File: src/rtl/mips_pkg.sv
// mips_pkg: shared constants and FSM encoding for the MIPS fetch stage
// Contents: reset/exception vector defaults, NOP word, fetch FSM state type.
package mips_pkg;
    localparam logic [31:0] RESET_PC_DEF   = 32'h0040_0000;
    localparam logic [31:0] EXC_VECTOR_DEF = 32'h0040_0004;
    localparam logic [31:0] NOP            = 32'h0000_0000;
    typedef enum logic [1:0] {
        BOOT  = 2'd0,
        FETCH = 2'd1,
        HOLD  = 2'd2
    } fetch_state_e;
endpackage

File: src/rtl/fetch_hold_buf.sv
// fetch_hold_buf: 1-entry {instr, pc} skid register for a fetch that ID cannot take yet
// Ports:
//   clk, reset         clock, asynchronous active-high reset
//   load               capture in_instr/in_pc and set valid
//   unload             clear valid (entry handed to ID)
//   in_instr, in_pc    word and address to capture
//   valid, instr, pc   buffered entry
module fetch_hold_buf
    import mips_pkg::*;
(
    input  logic        clk,
    input  logic        reset,
    input  logic        load,
    input  logic        unload,
    input  logic [31:0] in_instr,
    input  logic [31:0] in_pc,
    output logic        valid,
    output logic [31:0] instr,
    output logic [31:0] pc
);
    always_ff @(posedge clk or posedge reset) begin
        if (reset) begin
            valid <= 1'b0;
            instr <= NOP;
            pc    <= '0;
        end else if (load) begin
            valid <= 1'b1;
            instr <= in_instr;
            pc    <= in_pc;
        end else if (unload) begin
            valid <= 1'b0;
        end
    end
endmodule

File: src/rtl/fetch_unit.sv
// fetch_unit: MIPS IF stage - fetch PC, one-outstanding imem requests, IF/ID register, delay-slot redirect
// Ports:
//   clk, reset                 clock, asynchronous active-high reset
//   imem_req, imem_addr        fetch request and word address (imem_addr == pc_out)
//   imem_ack, imem_rdata       one-cycle response pulse and fetched word
//   stall                      ID cannot accept a new instruction
//   is_branch, branch_pc       ID-stage redirect and its target
//   pc_out                     PC of the instruction in IF (delay-slot PC for the branch unit)
//   id_valid, id_instr, id_pc  IF/ID register
//   fetch_addr_err             (FETCH_ADDR_CHECK_EN only) pulses when a misaligned redirect
//                              was replaced by EXC_VECTOR and applied to pc_out
// Build option: define FETCH_ADDR_CHECK_EN to replace misaligned redirect targets by EXC_VECTOR.
module fetch_unit
    import mips_pkg::*;
#(
    parameter logic [31:0] RESET_PC = RESET_PC_DEF
`ifdef FETCH_ADDR_CHECK_EN
    , parameter logic [31:0] EXC_VECTOR = EXC_VECTOR_DEF
`endif
) (
    input  logic        clk,
    input  logic        reset,
    output logic        imem_req,
    output logic [31:0] imem_addr,
    input  logic        imem_ack,
    input  logic [31:0] imem_rdata,
    input  logic        stall,
    input  logic        is_branch,
    input  logic [31:0] branch_pc,
    output logic [31:0] pc_out,
    output logic        id_valid,
    output logic [31:0] id_instr,
    output logic [31:0] id_pc
`ifdef FETCH_ADDR_CHECK_EN
    , output logic      fetch_addr_err
`endif
);
    fetch_state_e state, state_nx;
    logic        ack_take, hold_load, fetch_deliver, hold_deliver, deliver;
    logic        accept, br;
    logic        redir_pending;
    logic [31:0] redir_pc, br_target, next_pc;
    logic        hold_valid;
    logic [31:0] hold_instr, hold_pc, deliver_instr, deliver_pc;

    // Responses are only honoured in FETCH, so a late ack around reset is dropped.
    assign ack_take      = (state == FETCH) && imem_ack;
    assign accept        = id_valid && !stall;
    assign hold_load     = ack_take && stall && id_valid;
    assign fetch_deliver = ack_take && !hold_load;
    assign hold_deliver  = (state == HOLD) && hold_valid && !stall;
    assign deliver       = fetch_deliver || hold_deliver;
    // The instruction still in IF (pc_out) is the delay slot of an accepted branch.
    assign br            = accept && is_branch;
    assign deliver_instr = hold_deliver ? hold_instr : imem_rdata;
    assign deliver_pc    = hold_deliver ? hold_pc : pc_out;
    assign imem_addr     = pc_out;

`ifdef FETCH_ADDR_CHECK_EN
    logic br_bad, redir_err;
    assign br_bad    = |branch_pc[1:0];
    assign br_target = br_bad ? EXC_VECTOR : branch_pc;
`else
    assign br_target = branch_pc;
`endif

    // Same-cycle redirect beats a recorded one; otherwise sequential with natural 32-bit wrap.
    assign next_pc = br ? br_target : redir_pending ? redir_pc : pc_out + 32'd4;

    fetch_hold_buf u_hold (
        .clk      (clk),
        .reset    (reset),
        .load     (hold_load),
        .unload   (hold_deliver),
        .in_instr (imem_rdata),
        .in_pc    (pc_out),
        .valid    (hold_valid),
        .instr    (hold_instr),
        .pc       (hold_pc)
    );

    always_ff @(posedge clk or posedge reset) begin
        if (reset) state <= BOOT;
        else       state <= state_nx;
    end

    always_comb begin
        state_nx = state;
        imem_req = 1'b0;
        case (state)
            BOOT:    state_nx = FETCH;
            FETCH: begin
                imem_req = 1'b1;
                state_nx = hold_load ? HOLD : FETCH;
            end
            HOLD:    state_nx = stall ? HOLD : FETCH;
            default: state_nx = BOOT;
        endcase
    end

    always_ff @(posedge clk or posedge reset) begin
        if (reset) begin
            pc_out        <= RESET_PC;
            id_valid      <= 1'b0;
            id_instr      <= NOP;
            id_pc         <= '0;
            redir_pending <= 1'b0;
            redir_pc      <= '0;
        end else begin
            if (deliver) begin
                pc_out   <= next_pc;
                id_valid <= 1'b1;
                id_instr <= deliver_instr;
                id_pc    <= deliver_pc;
            end else if (accept) begin
                id_valid <= 1'b0;
            end
            // Delivering the delay slot consumes any redirect; a branch without it is recorded.
            if (deliver) begin
                redir_pending <= 1'b0;
            end else if (br) begin
                redir_pending <= 1'b1;
                redir_pc      <= br_target;
            end
        end
    end

`ifdef FETCH_ADDR_CHECK_EN
    always_ff @(posedge clk or posedge reset) begin
        if (reset) begin
            redir_err      <= 1'b0;
            fetch_addr_err <= 1'b0;
        end else begin
            if (br && !deliver) redir_err <= br_bad;
            fetch_addr_err <= deliver && (br ? br_bad : (redir_pending && redir_err));
        end
    end
`endif
endmodule

File: config.mk
export PLATFORM = sky130hd
export DESIGN_NAME = fetch_unit
export DESIGN_NICKNAME = d
export VERILOG_FILES = /design/src/rtl/mips_pkg.sv /design/src/rtl/fetch_hold_buf.sv /design/src/rtl/fetch_unit.sv
export SDC_FILE = /design/constraint.sdc
export NUM_CORES = 1
export LEC_CHECK = 0
export ABC_AREA = 1
export CORE_MARGIN = 2
export CORE_UTILIZATION = 45
export DETAILED_ROUTE_END_ITERATION = 10
export HOLD_SLACK_MARGIN = 0.08
export PLACE_DENSITY_LB_ADDON = 0.12
export SETUP_SLACK_MARGIN = 0.2
export SLEW_MARGIN = 0
export SYNTH_ARGS = -nofsm -noshare
export SYNTH_HDL_FRONTEND = slang
export SYNTH_SLANG_ARGS = --single-unit
File: constraint.sdc
create_clock -name clk -period 9.4 [get_ports clk]
set_input_delay 2.82 -clock clk [delete_from_list [all_inputs] [get_ports clk]]
set_output_delay 2.82 -clock clk [all_outputs]
set_load 0.05 [all_outputs]
Yosys cells after proc, flatten, opt, wreduce, memory -nomap -nowiden
Index checks and enable logic that the tools add are counted. W data, S select, Z words.

Input bits: 69. Register bits after elaboration: 197. Output and inout port bits: 130. Word-level logic and storage cells: 44.

Reduce and logical (&&, ||, !) cells: 16. Bitwise operators: 1. Equal/unequal tests: 2. Mux-type cells: 14. Add/subtract/negate cells: 1.

Operator list (count): $mux W32 (4); $add A32 B3 Y32 const B (1); $logic_and A1 B1 Y1 (8); $mux W1 (7); $pmux W2 S3 (1); $reduce_bool A2 Y1 (3); $mux W2 (2); $eq A2 B1 Y1 const B (1); $eq A2 B2 Y1 const B (1); $logic_not A1 Y1 (2); $logic_not A2 Y1 (1); $reduce_and A2 Y1 (1); $logic_or A1 B1 Y1 (1); $not A1 Y1 (1).

Longest topological paths before layout
Depth in word-level cells: 9. Depth in mapped cells: 11. Depth with buffers taken out: 11.

Cells and area by module
A second synthesis with hierarchy kept.

Cells, all modules: 1292. Area, all modules: 9790.6 um2.

Modules (own cells, without submodules): fetch_unit (times used 1, area an instance 7269.5 um2, seq. area each 3304.4 um2, cells an instance 1016); fetch_hold_buf (times used 1, area an instance 2521.2 um2, seq. area each 1626.6 um2, cells an instance 276).

Worst setup path after synthesis
Ideal clock, no wire load.

Path kind: in2reg. From: in stall. To: reg pc_out[3], in the netlist imem_addr[3]. Setup time: 127 ps. Required time: 9273 ps. Cell stages on the path: 9. Data arrival time: 3850 ps. Path buffers: 2. Setup slack: 5423 ps. Cells stage by stage: nand2_1 > nor2_4 > nor2_1 > nor2_4 > inv_2 > buf_6 > buf_4 > o211ai_1 > o21ai_1.

Word-level cells in the longest chain between the ends: 5. Elaborated cells between the ends (all ways): 10. Classes of those cells: mux: 1; reduce/logical: 9.

Ends and longest elaborated chain: start: declaration (line fetch_unit.sv:27) `input logic stall,`; $logic_and A1 B1 Y1 (2 in a row) (line fetch_unit.sv:49) `assign hold_load = ack_take && stall && id_valid;`; $logic_not A1 Y1 (line fetch_unit.sv:50) `assign fetch_deliver = ack_take && !hold_load;`; $logic_and A1 B1 Y1 (line fetch_unit.sv:50); $logic_or A1 B1 Y1 (line fetch_unit.sv:52) `assign deliver = fetch_deliver || hold_deliver;`; end signal: assignment (line fetch_unit.sv:111) `pc_out <= next_pc;`; end: declaration (line fetch_unit.sv:30) `output logic [31:0] pc_out,`.

Parallel ways exist; a longest one is shown, timed or not. A chain may end at the register's enable or synchronous reset.

Worst setup path in the final report
From: in stall. To: reg id_pc[1].

Word-level cells in the longest chain between the ends: 5. Elaborated cells between the ends (all ways): 8. Classes of those cells: mux: 1; reduce/logical: 7.

Ends and longest elaborated chain: $logic_and A1 B1 Y1 (2 in a row) (line fetch_unit.sv:49); $logic_not A1 Y1 (line fetch_unit.sv:50); $logic_and A1 B1 Y1 (line fetch_unit.sv:50); $logic_or A1 B1 Y1 (line fetch_unit.sv:52); end signal: assignment (line fetch_unit.sv:114) `id_pc <= deliver_pc;`; end: declaration (line fetch_unit.sv:33) `output logic [31:0] id_pc`.

Parallel ways exist; a longest one is shown, timed or not.

==> metrics.txt <==
EDFF count, synth 0; asr flop ratio synth 1.00; endpoints failing setup 0; total wire length 25,400 um; CP Max Fanout 77; Main synth FF type dfrtp_1; post-layout power 4.52 mW; clock root cell clkbuf_16; Layout area overhead 25.6%; final hold violation count 0; Pre-Repair DR Iteration Count 5; die area 0.0224 sq mm; number of max-cap violations 0; crit end category flip-flop; layout cells sized above 1 0.0379; total power density per cell area 377 mW/mm^2; Commonest cells post-synth nand2_1 (501), dfrtp_1 (196), nor2_1 (106); DP HPWL 17,100 um; CTS resizes 0; Syn Area/Cell 7.58 sq um; critical path class primary input to flip-flop; area leader, netlist dfrtp_1; Max clock buf depth 2; initial antenna violation count 0; TritonCTS clock tree done; Lkg Pwr 5.56 nW; Fill cells 2,010; Register Area 0.00493 sq mm; setup TNS 0 ns; Multi-input gate area 0.00373 sq mm; Post-Syn Area 0.00955 sq mm; Routed Antenna Nets 0; first-pass GRT wire length 41,000 um; Peak Freq 174 MHz; worst path arrival time 6.10 ns; final RePlAce weighted congestion 0.849; CP max-delay cell buf_4; # hold bufs at CTS 0; Slew Viols, Final 0; delay of the slowest critical-path stage 0.71 ns; hold crit path type flip-flop to flip-flop; WL per Instance 15.1 um; Max VDD drop 0.000187 V; # DRC 0; Iteration-0 DRC Markers 507; Sink Count 197; worst slew pin tran 1.19 ns; slew margin rel. 0.204; I/O Buffers 198; Post-CTS Setup Inserts 0; num rows 53; total gr overflow 0; cell breakdown of the critical path clkdlybuf4s50_1, inv_1, nand2_1, nor2_4, buf_4, nor2_4, buf_4, inv_4, buf_4, nor2_1, a31oi_1; largest net degree at the start of global routing 120; DR vias 8,283; YS warnings 0; vias per inst 4.95; top cell type's share of synthesized area 0.513; Final nets 1,457; Worst setup SP type primary input; top cells by area, synth dfrtp_1 (51%), nand2_1 (20%), a31oi_1 (4.3%), nor2_1 (4.2%), inv_1 (3.6%); Synth cell types 27; most used cell, CP buf_4; TritonCTS Buffers 17; Clock Latency Late Sink 0.42 ns; CP Data Required Time 9.75 ns; count leader, synth nand2_1; unrepaired setup endpoints after global routing false; flip-flop and latch count after synthesis 197; core box area 0.0210 sq mm; vias in the first global route 7,707; # IOs 199; Syn Inst Count 1,261; die width 150 um; clock transition at the registers of the reported paths 0.07 ns; Tot GR Track Use 0.231; die height 150 um; clock skew 0.00718 ns; net count after synthesis 1,331; period utilization 0.612; # H-tree levels 4; initial core utilization 0.456; sequential area share after synthesis 0.516; fin crit period 5.75 ns; Antenna diodes 0; status finished, final reports clean
where the power goes:
| group | internal [mW] | switching [mW] |
|---|---|---|
| clock network | 0.383 | 0.345 |
| registers | 1.23 | 0.364 |
| logic | 0.710 | 1.49 |
layout by cell type (no fill, tap or decap), types with 4 or more instances in the layout:
cell / netlist / routed
a31oi_1: 65 / 65
buf_4: 33 / 7
nand3_1: 61 / 61
a21oi_1: 29 / 29
inv_8: 0 / 4
nor2_1: 106 / 106
o21ai_1: 25 / 25
inv_1: 91 / 89
nand2_1: 501 / 501
clkbuf_16: 0 / 17
dfrtp_1: 196 / 196
o21ai_0: 67 / 67
clkdlybuf4s50_1: 0 / 198
clkinvlp_4: 0 / 4
nor2_2: 5 / 4
layout make-up:
| class | count | area share |
|---|---|---|
| Tap cell | 275 | 0.0287 |
| Timing Repair Buffer | 205 | 0.170 |
| Clock buffer | 19 | 0.0369 |
| Clock inverter | 13 | 0.0121 |
| Inverter | 95 | 0.0306 |
| Multi-Input combinational cell | 871 | 0.311 |
| Sequential cell | 197 | 0.411 |
layer usage:
| layer | vias to the layer above | part of all wire | global-route usage |
|---|---|---|---|
| li1 | 4226 | - | - |
| met1 | 3853 | 0.49 | 0.350 |
| met2 | 187 | 0.44 | 0.353 |
| met3 | 17 | 0.049 | 0.0369 |
| met4 | 0 | 0.011 | 0.0481 |
| met5 | - | 0 | 0 |
flip-flops by register name, summed over array words and instances (netlist names):
| register | count |
|---|---|
| id_instr | 32 |
| id_pc | 32 |
| id_valid | 1 |
| imem_addr | 32 |
| redir_pc | 32 |
| redir_pending | 1 |
| state | 2 |
| u_hold.instr | 32 |
| u_hold.pc | 32 |
| u_hold.valid | 1 |
cell families (layout without fill, tap and decap cells):
group           count (synthesis)  after routing  synth area share
compound gates                190            190             0.109
xor+xnor                        1              1          0.000917
fa+ha+maj                       1              1           0.00131
buf+inv                       193            332            0.0934
flops                         197            197             0.516
simple gates                  679            679             0.279
final timing paths:
kind,from,endpoint,slack (ns),cells past startpoint
worst max-delay path,stall,id_pc[1],3.65,11
worst min-delay path,u_hold.instr[7],u_hold.instr[7],0.47,2
worst max register to register,state[1],id_pc[1],5.99,11
worst min register to register,u_hold.instr[7],u_hold.instr[7],0.47,2
max in group asynchronous,reset,redir_pc[25],4.92,3
min in group asynchronous,reset,u_hold.instr[4],2.94,2
through the flow:
| stage | cells | hold WS [ns] | setup slack [ns] | instance area, sq um | util |
|---|---|---|---|---|---|
| 3_5_place_dp | 1643 | 0.458 | 3.20 | 11400 | 0.545 |
| 4_1_cts | 1675 | 0.476 | 3.65 | 12000 | 0.573 |
| 6_report | 1675 | 0.472 | 3.65 | 12000 | 0.573 |
| 5_1_grt | 1675 | 0.498 | 3.22 | 12000 | 0.573 |
| 3_3_place_gp | 1643 | 0.453 | 3.27 | 11400 | 0.545 |
| 2_1_floorplan | 1261 | 0.442 | 1.21 | 9550 | - |
critical path: cells and delay by family:
family,cells,cell delay [ns]
and+or+nand+nor,4,0.36
buffers and inverters,6,2.69
AOI/OAI and AO/OA,1,0.17
(Power assumes the default switching activity.)
